--- src/rtl/node_integrator_pkg.sv ---
// Shared definitions for the switch-level node models.
//   W, HI, LO : node voltage width and rails (mirror the common header macros)
//   volt_t    : signed node voltage
//   wide_t    : wide signed scratch type for intermediate sums
//   sat_w()   : clamp a wide signed value to [LO, HI]
//   node_state_t : integrator settle state
package monta_pkg;

  localparam int W = 16;

  typedef logic signed [W-1:0] volt_t;
  typedef logic signed [31:0]  wide_t;

  localparam volt_t HI = volt_t'(16384);
  localparam volt_t LO = volt_t'(-16384);

  typedef enum logic {
    ST_ACTIVE  = 1'b0,
    ST_SETTLED = 1'b1
  } node_state_t;

  function automatic volt_t sat_w(input wide_t x);
    if (x > wide_t'(HI)) begin
      return HI;
    end else if (x < wide_t'(LO)) begin
      return LO;
    end
    return volt_t'(x);
  endfunction

endpackage

--- src/rtl/node_integrator_current_sum.sv ---
// Combinational sum of N_IN packed signed branch currents.
//   i_in : N_IN * W packed currents, slice k is i_in[k*W +: W]
//   sum  : exact signed sum, SW bits (caller sizes SW so it cannot wrap)
module current_sum
  import monta_pkg::*;
#(
  parameter int N_IN = 4,
  parameter int SW   = W + 3
) (
  input  logic [N_IN*W-1:0]    i_in,
  output logic signed [SW-1:0] sum
);

  always_comb begin
    sum = '0;
    for (int k = 0; k < N_IN; k++) begin
      sum = sum + SW'($signed(i_in[k*W +: W]));
    end
  end

endmodule

--- src/rtl/node_integrator.sv ---
// Per-node state element: sums branch currents, scales by the node
// capacitance shift and integrates into the registered node voltage.
//   clk      : simulation clock
//   reset    : asynchronous, active-high
//   en       : integrate enable; all state holds when low
//   load     : synchronous preset of the voltage (wins over en)
//   load_v   : signed preset value, clamped to [LO, HI]
//   i_in     : N_IN packed signed currents
//   v        : registered signed node voltage
//   logic_hi : registered logic-level view of v (sign bit inverted)
//   settled  : node has been quiescent for SETTLE_CYCLES enabled cycles
//   sat_flag : sticky clamp indicator since the last reset or load
module node_integrator
  import monta_pkg::*;
#(
  parameter int N_IN          = 4,
  parameter int CSHIFT        = 2,
  parameter int SETTLE_CYCLES = 8,
  parameter int INIT_HI       = 0
) (
  input  logic              clk,
  input  logic              reset,
  input  logic              en,
  input  logic              load,
  input  logic [W-1:0]      load_v,
  input  logic [N_IN*W-1:0] i_in,
  output logic [W-1:0]      v,
  output logic              logic_hi,
  output logic              settled,
  output logic              sat_flag
);

  localparam int SW = W + $clog2(N_IN) + 1;
  localparam int VW = SW + 1;
  localparam volt_t V_INIT = (INIT_HI != 0) ? HI : LO;
  localparam logic [7:0] SETTLE_N = 8'(SETTLE_CYCLES);

  volt_t v_q;
  logic  hi_q;
  logic  sat_q;
  logic [7:0] cnt_q, cnt_n;
  node_state_t state_q, state_n;

  logic signed [SW-1:0] sum;
  logic signed [SW-1:0] delta;
  logic signed [VW-1:0] vn;
  volt_t v_next;
  volt_t v_load;
  logic  clamp;
  logic  delta_neg;
  logic  delta_zero;
  logic  quiet;

  // Only combinational path in the block: i_in through the adder.
  current_sum #(
    .N_IN (N_IN),
    .SW   (SW)
  ) u_sum (
    .i_in (i_in),
    .sum  (sum)
  );

  assign delta      = sum >>> CSHIFT;
  assign vn         = VW'(v_q) + VW'(delta);
  assign v_next     = sat_w(wide_t'(vn));
  assign v_load     = sat_w(wide_t'($signed(load_v)));
  assign clamp      = (wide_t'(vn) > wide_t'(HI)) || (wide_t'(vn) < wide_t'(LO));
  assign delta_neg  = delta[SW-1];
  assign delta_zero = (delta == '0);

  // A node pinned at the rail its current drives toward is as quiet as
  // one with zero net current: further integration cannot move it.
  assign quiet = delta_zero
              || (!delta_neg && v_next == HI)
              || ( delta_neg && v_next == LO);

  always_comb begin
    cnt_n   = cnt_q;
    state_n = state_q;
    if (load) begin
      cnt_n   = '0;
      state_n = ST_ACTIVE;
    end else if (en) begin
      if (!quiet) begin
        cnt_n = '0;
      end else if (cnt_q != SETTLE_N) begin
        cnt_n = cnt_q + 8'd1;
      end
      state_n = (cnt_n == SETTLE_N) ? ST_SETTLED : ST_ACTIVE;
    end
  end

  always_ff @(posedge clk or posedge reset) begin
    if (reset) begin
      state_q <= ST_ACTIVE;
      cnt_q   <= '0;
    end else begin
      state_q <= state_n;
      cnt_q   <= cnt_n;
    end
  end

  always_ff @(posedge clk or posedge reset) begin
    if (reset) begin
      v_q   <= V_INIT;
      hi_q  <= ~V_INIT[W-1];
      sat_q <= 1'b0;
    end else if (load) begin
      v_q   <= v_load;
      hi_q  <= ~v_load[W-1];
      sat_q <= 1'b0;
    end else if (en) begin
      v_q  <= v_next;
      hi_q <= ~v_next[W-1];
      if (clamp) begin
        sat_q <= 1'b1;
      end
    end
  end

  assign v        = v_q;
  assign logic_hi = hi_q;
  assign settled  = (state_q == ST_SETTLED);
  assign sat_flag = sat_q;

endmodule

--- config.mk ---
export PLATFORM = sky130hd
export DESIGN_NAME = node_integrator
export DESIGN_NICKNAME = d
export VERILOG_FILES = /design/src/rtl/node_integrator_pkg.sv /design/src/rtl/node_integrator_current_sum.sv /design/src/rtl/node_integrator.sv
export SDC_FILE = /design/constraint.sdc
export NUM_CORES = 1
export LEC_CHECK = 0
export CORE_AREA = 4 4 114 116
export CTS_CLUSTER_DIAMETER = 120
export DETAILED_ROUTE_END_ITERATION = 10
export DIE_AREA = 0 0 118 120
export PLACE_DENSITY_LB_ADDON = 0.25
export SYNTH_ARGS = -nofsm -noshare
export SYNTH_HDL_FRONTEND = slang
export SYNTH_SLANG_ARGS = --single-unit
--- constraint.sdc ---
create_clock -name clk -period 5.55 [get_ports clk]
set_input_delay 0.8325 -clock clk [delete_from_list [all_inputs] [get_ports clk]]
set_output_delay 0.8325 -clock clk [all_outputs]
set_load 0.05 [all_outputs]
==> impl_metrics.json, run 1 <==
{
  "swShare_pct": 47.0,
  "end_kind": "register",
  "instances_no_fill": 942,
  "antenna_cells": 0,
  "io_buffers": 102,
  "p_leak_nw": 3.31,
  "start_kind": "input pin",
  "fin_crit_sh_pct": 124,
  "p_switching_w": 0.00269,
  "ios": 103,
  "clock_path_buffers": 2,
  "dieHeight_microns": 120,
  "clock-sinks": 27,
  "grt_overflow": 0,
  "final_cell_mix": "buf_4, clkdlybuf4s50_1, ha_1, nor2_1, nand2_1",
  "ys_ff_latch": 27,
  "fmax_ghz": 0.145,
  "syn_inst": 544,
  "hold_viol": 0,
  "start_util_pct": 37.3,
  "rsz0062_at_grt": "true",
  "grt_max_degree": 28,
  "path_class": "input pin to register",
  "cts_hold_buf": 0,
  "h-tree-depth": 1,
  "vias": 5102,
  "power.total_w": 0.00571,
  "slew_viol_final": 0,
  "cts_tree": "yes",
  "critPathRequiredTime_ns": 5.70,
  "grt_pass1_vias": 5150,
  "final-setup-viol-count": 27,
  "post-route-min-period_ns": 6.88,
  "max_cap_viol_count": 0,
  "synth_nets": 698,
  "rows": 40,
  "p_comb_share_pct": 91.3,
  "synth_flop_cell": "dfrtp_1",
  "grt_antenna_before_repair": 0,
  "slew_headroom_pct": 8.77,
  "powerDensity_nw_per_um2": 769,
  "cts_root_buf": "clkbuf_16",
  "dieArea_sq_um": 14200,
  "wirelength_microns": 14300,
  "nets": 950,
  "drtAntennaViolNets": 0,
  "fin_skew_ns": 0.00238,
  "clkPwrFrac_pct": 3.0,
  "synth-edff-count": 0,
  "cp.arrival_ns": 7.03,
  "ys_seq_area_share_pct": 15.3,
  "drive_above_1_share_pct": 34.2,
  "cpMostUsedCell": "a21oi_4",
  "viasPerCell": 5.42,
  "drt_first_pass_iters": 4,
  "syn_to_final_growth_pct": 67.2,
  "clk_pin_slew_ns": 0.07,
  "outcome": "complete, but fails checks",
  "hold_class": "register to register",
  "die_width_microns": 118,
  "cpPeakStageDelay_ns": 0.48,
  "drcViolationCount": 0,
  "drt_iter0_markers": 247,
  "ir_worst_vdd_mv": 0.475,
  "dp_cells": 917,
  "synth-async-reset-ratio_pct": 100,
  "grt_pass1_wl_microns": 23600,
  "gp_congestion": 0.918,
  "grtUsageTotal_pct": 19.2,
  "postLayoutCoreUtil_pct": 62.3,
  "netlist_area_sq_um": 4440,
  "yosysUniqueCellTypes": 71,
  "yosysWarningCount": 0,
  "wl_per_cell_microns": 15.2,
  "final_common_cell": "buf_4",
  "numCtsBuffers": 3,
  "final_critical_path_setup_slack_ns": -1.33,
  "seqPwrFrac_pct": 5.8,
  "core_sq_um": 11900,
  "violations": "setup timing",
  "clk_latency_ns": 0.26,
  "crit_fanout": 6,
  "syn-mean-instance-area_sq_um": 8.17,
  "post-dp-hpwl_microns": 11400,
  "tightestPinTransition_ns": 1.36,
  "p_int_w": 0.00302,
  "slowest_stage": "fa_1"
}
## cell type report
class / instances / area [sq um]
Fill cell: 1035 / 4490
Multi-Input combinational cell: 478 / 4150
Timing Repair Buffer: 260 / 2220
Sequential cell: 27 / 678
Tap cell: 147 / 184
Inverter: 26 / 110
Clock buffer: 4 / 78.8
## metrics by stage
step / instance area, sq um / setup WS (ns) / TNS [ns] / hold slack [ns]
floorplan: 4560 / -0.987 / -21.95 / 0.520
global placement: 6750 / -2.00 / -47.76 / 0.487
detailed placement: 6750 / -2.12 / -51.09 / 0.496
CTS: 7120 / -1.29 / -28.65 / 0.511
global route: 7420 / -1.66 / -39.25 / 0.536
finish: 7420 / -1.33 / -30.01 / 0.512
## cell usage after synthesis, types with 5 or more instances
master     n  share of area [%]
ha_1      52                 15
nor2_1    43                3.6
nand2_1   40                3.4
o21ai_0   39                4.4
a21oi_1   37                4.2
xnor2_1   27                5.3
inv_1     26                2.2
dfrtp_1   25                 14
nor3_1    21                2.4
nand3_1   19                2.1
fa_1      18                8.1
a21o_1    14                2.4
a22oi_1   12                2.0
xor2_1    12                2.4
a211oi_1   9                1.5
and2_1     9                1.3
clkbuf_1   8               0.68
nor4_1     8                1.1
a31oi_1    7               0.99
and3_1     7               0.99
nand2b_1   7               0.99
nor2b_1    7               0.99
or3_1      6               0.85
o31ai_1    5               0.85
## power by group through the flow
stage | Sequential, W | Clock, W | Combinational (W)
after floorplan | 0.000481 | 0 | 0.00227
after global placement | 0.000332 | 0 | 0.00414
after detailed placement | 0.000332 | 0 | 0.00420
after CTS | 0.000330 | 0.000171 | 0.00461
after global routing | 0.000338 | 0.000180 | 0.00566
final | 0.000329 | 0.000168 | 0.00521
## worst max-delay path: cells and delay by family
kind	cells	cell delay [ns]
AO/OA/AOI/OAI	15	2.84
adder cells (fa/ha/maj)	5	1.58
AND/OR/NAND/NOR	8	1.10
buffers and inverters	5	0.36
XOR/XNOR	2	0.31
## per-layer routing
metal  up-vias  GRT usage, %  share of wire (%)
li1       2544             -                  -
met2       107          36.1                 52
met5         -             0                  0
met3        16          1.98                3.3
met1      2435          24.2                 43
met4         0          3.08                1.3
## registers in the layout, summed over array words and instances (netlist names)
| signal | cells |
|---|---|
| sat_flag | 1 |
| cnt_q | 8 |
| v | 16 |
| logic_hi | 1 |
| settled | 1 |
## logic make-up after synthesis
family	synth area share [%]
DFF	15.3
and+or+nand+nor	22.4
muxes	0.676
adders and majority gates	22.8
xor gates and xnor gates	7.69
AOI/OAI and AO/OA	27.6
buffers and inverters	3.58
## worst paths after layout
check                                     from                   end  slack, ns  depth (start not counted)
max                                    i_in[1]  cnt_q[0]$_DFFE_PP0P_      -1.33                         35
min                        settled$_DFFE_PP0P_   settled$_DFFE_PP0P_       0.51                          1
max reg2reg                   v[0]$_DFFE_PP0P_  cnt_q[0]$_DFFE_PP0P_       1.94                         13
min reg2reg                settled$_DFFE_PP0P_   settled$_DFFE_PP0P_       0.51                          1
max in group asynchronous                reset     v[12]$_DFFE_PP0P_       3.75                          2
min in group asynchronous                reset  cnt_q[0]$_DFFE_PP0P_       1.15                          2
## timing repair
action	CTS	global route
buffers inserted	15	8
endpoints found under the setup margin	27	27
pin swaps	56	37
hold endpoints to repair	0	0
gates resized for setup	75	59
(Power assumes the default switching activity.)
==> inputs of run 2 (changes only) <==
Settings changed: CORE_AREA 4 4 114 116 to 4 4 116 118, CTS_CLUSTER_SIZE from default to 30, DIE_AREA 0 0 118 120 to 0 0 120 122, SKIP_LAST_GASP from default to 1, SYNTH_HIERARCHICAL from default to 1.
==> run 2 against run 1 <==
Compared with the run above: the run still ends with setup timing left; global-route usage grew 1.3 points; cell count grew 7.7%; non-clock buffer count grew 19; die area grew 3.4%; clock power grew 2%; synthesized area grew 4.6%; fmax grew 19%; sequential share of layout area shrank 0.92 points; utilization grew 3.9 points; critical endpoint is now settled$_DFFE_PP0P_.
==> impl_metrics.json, run 2 <==
{
  "grt_antenna_before_repair": 0,
  "fin_skew_ns": 0.00231,
  "syn_inst": 581,
  "cp.arrival_ns": 5.99,
  "final_cell_mix": "buf_4, inv_1, clkdlybuf4s50_1, inv_2, nand2_1",
  "syn-mean-instance-area_sq_um": 8.00,
  "rr_endpoint": "settled$_DFFE_PP0P_",
  "rsz0062_at_grt": "true",
  "start_kind": "input pin",
  "instances_no_fill": 1015,
  "cts_tree": "yes",
  "clk_latency_ns": 0.27,
  "grt_max_degree": 28,
  "violations": "setup timing",
  "hold_viol": 0,
  "ys_seq_area_share_pct": 14.6,
  "numCtsBuffers": 3,
  "viasPerCell": 5.35,
  "dp_cells": 969,
  "final_critical_path_setup_slack_ns": -0.248,
  "gp_congestion": 0.950,
  "largest_reg_flops": 16,
  "start_util_pct": 37.3,
  "final-setup-viol-count": 24,
  "slew_headroom_pct": 14.8,
  "slew_viol_final": 0,
  "clkPwrFrac_pct": 3.1,
  "grt_overflow": 0,
  "yosysTopAreaCellShare_pct": 14.6,
  "post-dp-hpwl_microns": 12000,
  "io_buffers": 102,
  "synth_commonest_cells": "inv_1, a21oi_1, nand2_1, ha_1, fa_1",
  "tightestPinTransition_ns": 1.27,
  "outcome": "complete, but fails checks",
  "p_comb_share_pct": 90.9,
  "fin_crit_sh_pct": 104,
  "nets": 999,
  "swShare_pct": 46.2,
  "synth-edff-count": 0,
  "path_class": "input pin to register",
  "whs_path_depth": 1,
  "hold_ws_ns": 0.502,
  "h-tree-depth": 1,
  "ios": 103,
  "r2r_slack_ns": 2.08,
  "grtUsageTotal_pct": 20.6,
  "netlist_top_cells_area": "fa_1, dfrtp_1, ha_1",
  "post-route-min-period_ns": 5.80,
  "worstHoldStart": "sat_flag$_DFFE_PP0P_",
  "end_kind": "register",
  "dieArea_sq_um": 14600,
  "grt_pass1_vias": 5304,
  "grt_pass1_wl_microns": 25100,
  "clock-sinks": 27,
  "critPathRequiredTime_ns": 5.74,
  "yosysWarningCount": 6,
  "min_to": "sat_flag$_DFFE_PP0P_",
  "clock_path_buffers": 2,
  "r2r-start": "v[0]$_DFFE_PP0P_",
  "cts_root_buf": "clkbuf_16",
  "fmax_ghz": 0.172,
  "core_sq_um": 12500,
  "p_leak_nw": 4.01,
  "tns_ns": -4.18,
  "preCtsSetupSlack_ns": -1.15,
  "drt_iter0_markers": 335,
  "final_common_cell": "buf_4",
  "hold_class": "register to register",
  "drive_above_1_share_pct": 42.5,
  "dieHeight_microns": 122,
  "p_switching_w": 0.00253,
  "postLayoutCoreUtil_pct": 66.2,
  "drt_first_pass_iters": 4,
  "clk_pin_slew_ns": 0.07,
  "crit_fanout": 6,
  "ir_worst_vdd_mv": 0.316,
  "drtAntennaViolNets": 0,
  "syn_to_final_growth_pct": 77.6,
  "netlist_area_sq_um": 4650,
  "vias": 5432,
  "powerDensity_nw_per_um2": 663,
  "synth_largest_area_cell": "fa_1",
  "synth.most_common_cell": "inv_1",
  "rows": 41,
  "seqPwrFrac_pct": 5.9,
  "die_width_microns": 120,
  "synth_flop_cell": "dfrtp_1",
  "max_cap_viol_count": 0,
  "p_int_w": 0.00295,
  "r2r_cells": 14,
  "antenna_cells": 0,
  "synth_nets": 736,
  "wl_per_cell_microns": 16.3,
  "synth-async-reset-ratio_pct": 100,
  "fillers": 965,
  "wirelength_microns": 16500,
  "drcViolationCount": 0,
  "ys_ff_latch": 27,
  "yosysUniqueCellTypes": 73
}
-- run 2: cell count changes in the layout (fill, tap and decap cells not counted), sizes merged, moves of 11 or more --
cell / delta
buf: +20
a21o: +11
xnor2: -16
ha: -15
fa: +16
nor3: -14
o21ai: -15
clkdlybuf4s50: -32
inv: +78
dlymetal6s2s: +22
nor2: -20
-- run 2: through the flow --
stage	cell area [sq um]	total power, W
2_1_floorplan	4690	0.00231
5_1_grt	8250	0.00583
4_1_cts	7510	0.00466
3_3_place_gp	6840	0.00385
3_5_place_dp	6840	0.00391
6_report	8250	0.00547
-- run 2: logic make-up after synthesis --
family                     count (synthesis)  share of synthesized area, %
muxes                                      3                         0.646
adders and majority gates                 71                          24.6
buffers and inverters                    126                          10.4
DFF                                       27                          14.6
xor gates and xnor gates                  19                          3.58
AOI/OAI and AO/OA                        178                          27.9
and+or+nand+nor                          157                          18.3
-- run 2: power by group through the flow --
stage          sequential, W  combinational [W]  clock (W)
2_1_floorplan       0.000441            0.00187          0
3_3_place_gp        0.000320            0.00353          0
3_5_place_dp        0.000319            0.00359          0
4_1_cts             0.000319            0.00417   0.000172
5_1_grt             0.000331            0.00532   0.000181
6_report            0.000325            0.00498   0.000172
-- run 2: worst max path at each step --
stage | depth (start not counted) | from | to | slack, ns
floorplan | 22 | i_in[33] | v[11]$_DFFE_PP0P_ | -0.19
finish | 24 | i_in[1] | settled$_DFFE_PP0P_ | -0.25
global placement | 23 | i_in[33] | settled$_DFFE_PP0P_ | -1.04
CTS | 24 | i_in[1] | settled$_DFFE_PP0P_ | -0.37
global route | 24 | i_in[37] | settled$_DFFE_PP0P_ | -0.49
detailed placement | 23 | i_in[33] | settled$_DFFE_PP0P_ | -1.15
-- run 2: cell type report --
type                       count  area [sq um]  area share, %
multi-input combinational    428          4420           53.6
timing repair buffer         279          2470           29.9
sequential                    27           678           8.22
inverter                     105           394           4.77
tap                          172           215           2.61
clock buffer                   3          75.1          0.910
clock inverter                 1          5.00         0.0606
-- run 2: metal layers --
layer	global-route usage, %	part of all wire [%]	up-vias
met5	0	0	-
met4	5.23	1.6	0
met3	2.18	4.9	22
met2	36.0	52	149
met1	27.2	41	2687
li1	-	-	2574
-- run 2: worst max-delay path, cell delays in order --
cell and delay, ns:
buf_6 0.09, fa_1 0.48, fa_1 0.52, ha_2 0.19, inv_2 0.04, fa_2 0.36
nor2b_4 0.15, o31ai_4 0.09, buf_4 0.14, a21o_4 0.23, o21ai_4 0.15, xor2_2 0.23
ha_4 0.26, and4_4 0.17, buf_4 0.13, o21a_1 0.11, o221a_1 0.26, or4_4 0.51
nor4b_4 0.25, buf_4 0.18, o21ai_4 0.08, buf_6 0.13, a211o_1 0.29, a21oi_2 0.11
-- run 2: what timing repair did --
| item | CTS | global route |
|---|---|---|
| pin swaps | 77 | 75 |
| gates cloned | 0 | 0 |
| setup endpoints to repair | 27 | 27 |
| setup buffers | 25 | 21 |
| resized for setup | 135 | 142 |
| hold buffers | 0 | 0 |
==> inputs of run 3 (changes only) <==
Settings changed: CORE_AREA 4 4 116 118 to 4 4 122 112, DIE_AREA 0 0 120 122 to 0 0 126 116.
==> run 3 against run 2 <==
Compared with the run above: register-to-register slack hardly changed; the run still ends with setup timing left; utilization is 3.1 points lower; count of clock-buffer cells in the layout is 1 higher; largest cell class unchanged; worst hold slack better by 0.037 ns; non-clock buffer count is 7 lower; total power is 5.5% lower.
==> impl_metrics.json, run 3 (synthesized netlist as in run 2, its figures left out) <==
{
  "wirelength_microns": 16200,
  "fmax_ghz": 0.168,
  "syn_to_final_growth_pct": 69.7,
  "worstHoldStart": "settled$_DFFE_PP0P_",
  "viasPerCell": 5.35,
  "core_sq_um": 12500,
  "crit_fanout": 6,
  "final_critical_path_setup_slack_ns": -0.395,
  "drive_above_1_share_pct": 36.5,
  "nets": 992,
  "cpMostUsedCell": "buf_4",
  "die_width_microns": 126,
  "hold_class": "register to register",
  "grt_antenna_before_repair": 0,
  "drtAntennaViolNets": 0,
  "r2r-start": "v[0]$_DFFE_PP0P_",
  "tightestPinTransition_ns": 1.34,
  "post-dp-hpwl_microns": 12100,
  "power.total_w": 0.00517,
  "start_kind": "input pin",
  "vias": 5345,
  "met2WireLength_microns": 8090,
  "grt_pass1_vias": 5153,
  "gp_congestion": 0.901,
  "drt_iter0_markers": 324,
  "end_kind": "register",
  "crit_family": "compound AO/OA/AOI/OAI gates",
  "largest_reg_flops": 16,
  "outcome": "complete, but fails checks",
  "slew_viol_final": 0,
  "instances_no_fill": 1000,
  "slew_headroom_pct": 10.5,
  "rows": 39,
  "final_common_cell": "buf_4",
  "start_util_pct": 37.2,
  "ir_worst_vdd_mv": 0.310,
  "startpoint": "i_in[23]",
  "fin_crit_sh_pct": 107,
  "clock_path_buffers": 2,
  "dp_cells": 953,
  "grtUsageTotal_pct": 20.5,
  "critPathRequiredTime_ns": 5.70,
  "wl_per_cell_microns": 16.2,
  "grt_max_degree": 28,
  "grt_overflow": 0,
  "met3_length_microns": 936,
  "cp.arrival_ns": 6.10,
  "hold_viol": 0,
  "cpPeakStageDelay_ns": 0.54,
  "final_cell_mix": "buf_4, inv_1, clkdlybuf4s50_1, nand2_1, fa_1",
  "p_leak_nw": 3.79,
  "numCtsBuffers": 3,
  "grt_pass1_wl_microns": 25200,
  "antenna_cells": 0,
  "post-route-min-period_ns": 5.94,
  "io_buffers": 102,
  "clk_latency_ns": 0.26,
  "cp_num_buf_inv": 8,
  "highest_layer": "met4",
  "drt_first_pass_iters": 5,
  "dieArea_sq_um": 14600,
  "powerDensity_nw_per_um2": 656,
  "drcViolationCount": 0,
  "path_class": "input pin to register",
  "dieHeight_microns": 116,
  "slowest_stage": "fa_2",
  "violations": "setup timing",
  "h-tree-depth": 1,
  "rsz0062_at_grt": "true",
  "hold_ws_ns": 0.539,
  "fin_skew_ns": 0.00464,
  "cts_tree": "yes",
  "final-setup-viol-count": 25,
  "ios": 103,
  "clk_pin_slew_ns": 0.07,
  "max_cap_viol_count": 0,
  "clock-sinks": 27,
  "met1Wirelength_microns": 6890,
  "preCtsSetupSlack_ns": -1.07,
  "cts_root_buf": "clkbuf_16"
}
-- run 3: metrics by stage --
step                area [sq um]  util, %  TNS, ns
floorplan                   4690        -    -2.77
global placement            6790     54.4   -21.89
detailed placement          6790     54.4   -26.62
CTS                         7420     59.4    -7.41
global route                7890     63.1   -13.57
finish                      7890     63.1    -8.30
-- run 3: worst paths after layout --
check,end,slack [ns],cells after the start
setup reg to reg,cnt_q[1]$_DFFE_PP0P_,2.07,14
min in group asynchronous,v[8]$_DFFE_PP0P_,1.14,2
hold / removal,settled$_DFFE_PP0P_,0.54,2
setup / recovery,cnt_q[2]$_DFFE_PP0P_,-0.39,25
hold reg to reg,settled$_DFFE_PP0P_,0.54,2
max in group asynchronous,v[12]$_DFFE_PP0P_,3.76,2
-- run 3: what timing repair did --
action | in CTS | in global routing
pin swaps | 69 | 61
endpoints found under the setup margin | 27 | 27
resized for setup | 117 | 67
buffers inserted | 25 | 18
gates cloned | 1 | 0
hold buffers | 0 | 0
endpoints found under the hold margin | 0 | 0
-- run 3: area by class of cell --
type,count,area [sq um]
flip-flops and latches,27,678
fillers,1093,4610
clock buffers,4,78.8
multi-input cells,428,4160
inverters,105,394
well taps,164,205
repair buffers,272,2370
-- run 3: worst register-to-register path: cells and delay by family (launching register included) --
kind / cells / cell delay [ns]
AND/OR/NAND/NOR: 3 / 0.91
AO/OA/AOI/OAI: 4 / 0.67
multiplexers: 1 / 0.28
buffers and inverters: 4 / 0.51
adder cells (fa/ha/maj): 2 / 0.62
flip-flops: 1 / 0.41
-- run 3: power by group --
part	leakage, nW	total, W	switching (W)	internal (W)
Sequential	0.354	0.000327	0.0000793	0.000248
Combinational	3.39	0.00468	0.00225	0.00242
Clock	0.0382	0.000166	0.0000678	0.0000984
Total	3.79	0.00517	0.00240	0.00277
-- run 3: metal layers --
layer  vias to the layer above  track usage [%]
li1                       2560                -
met1                      2578             27.6
met2                       179             36.3
met3                        28             2.53
met4                         0             3.15
met5                         -                0
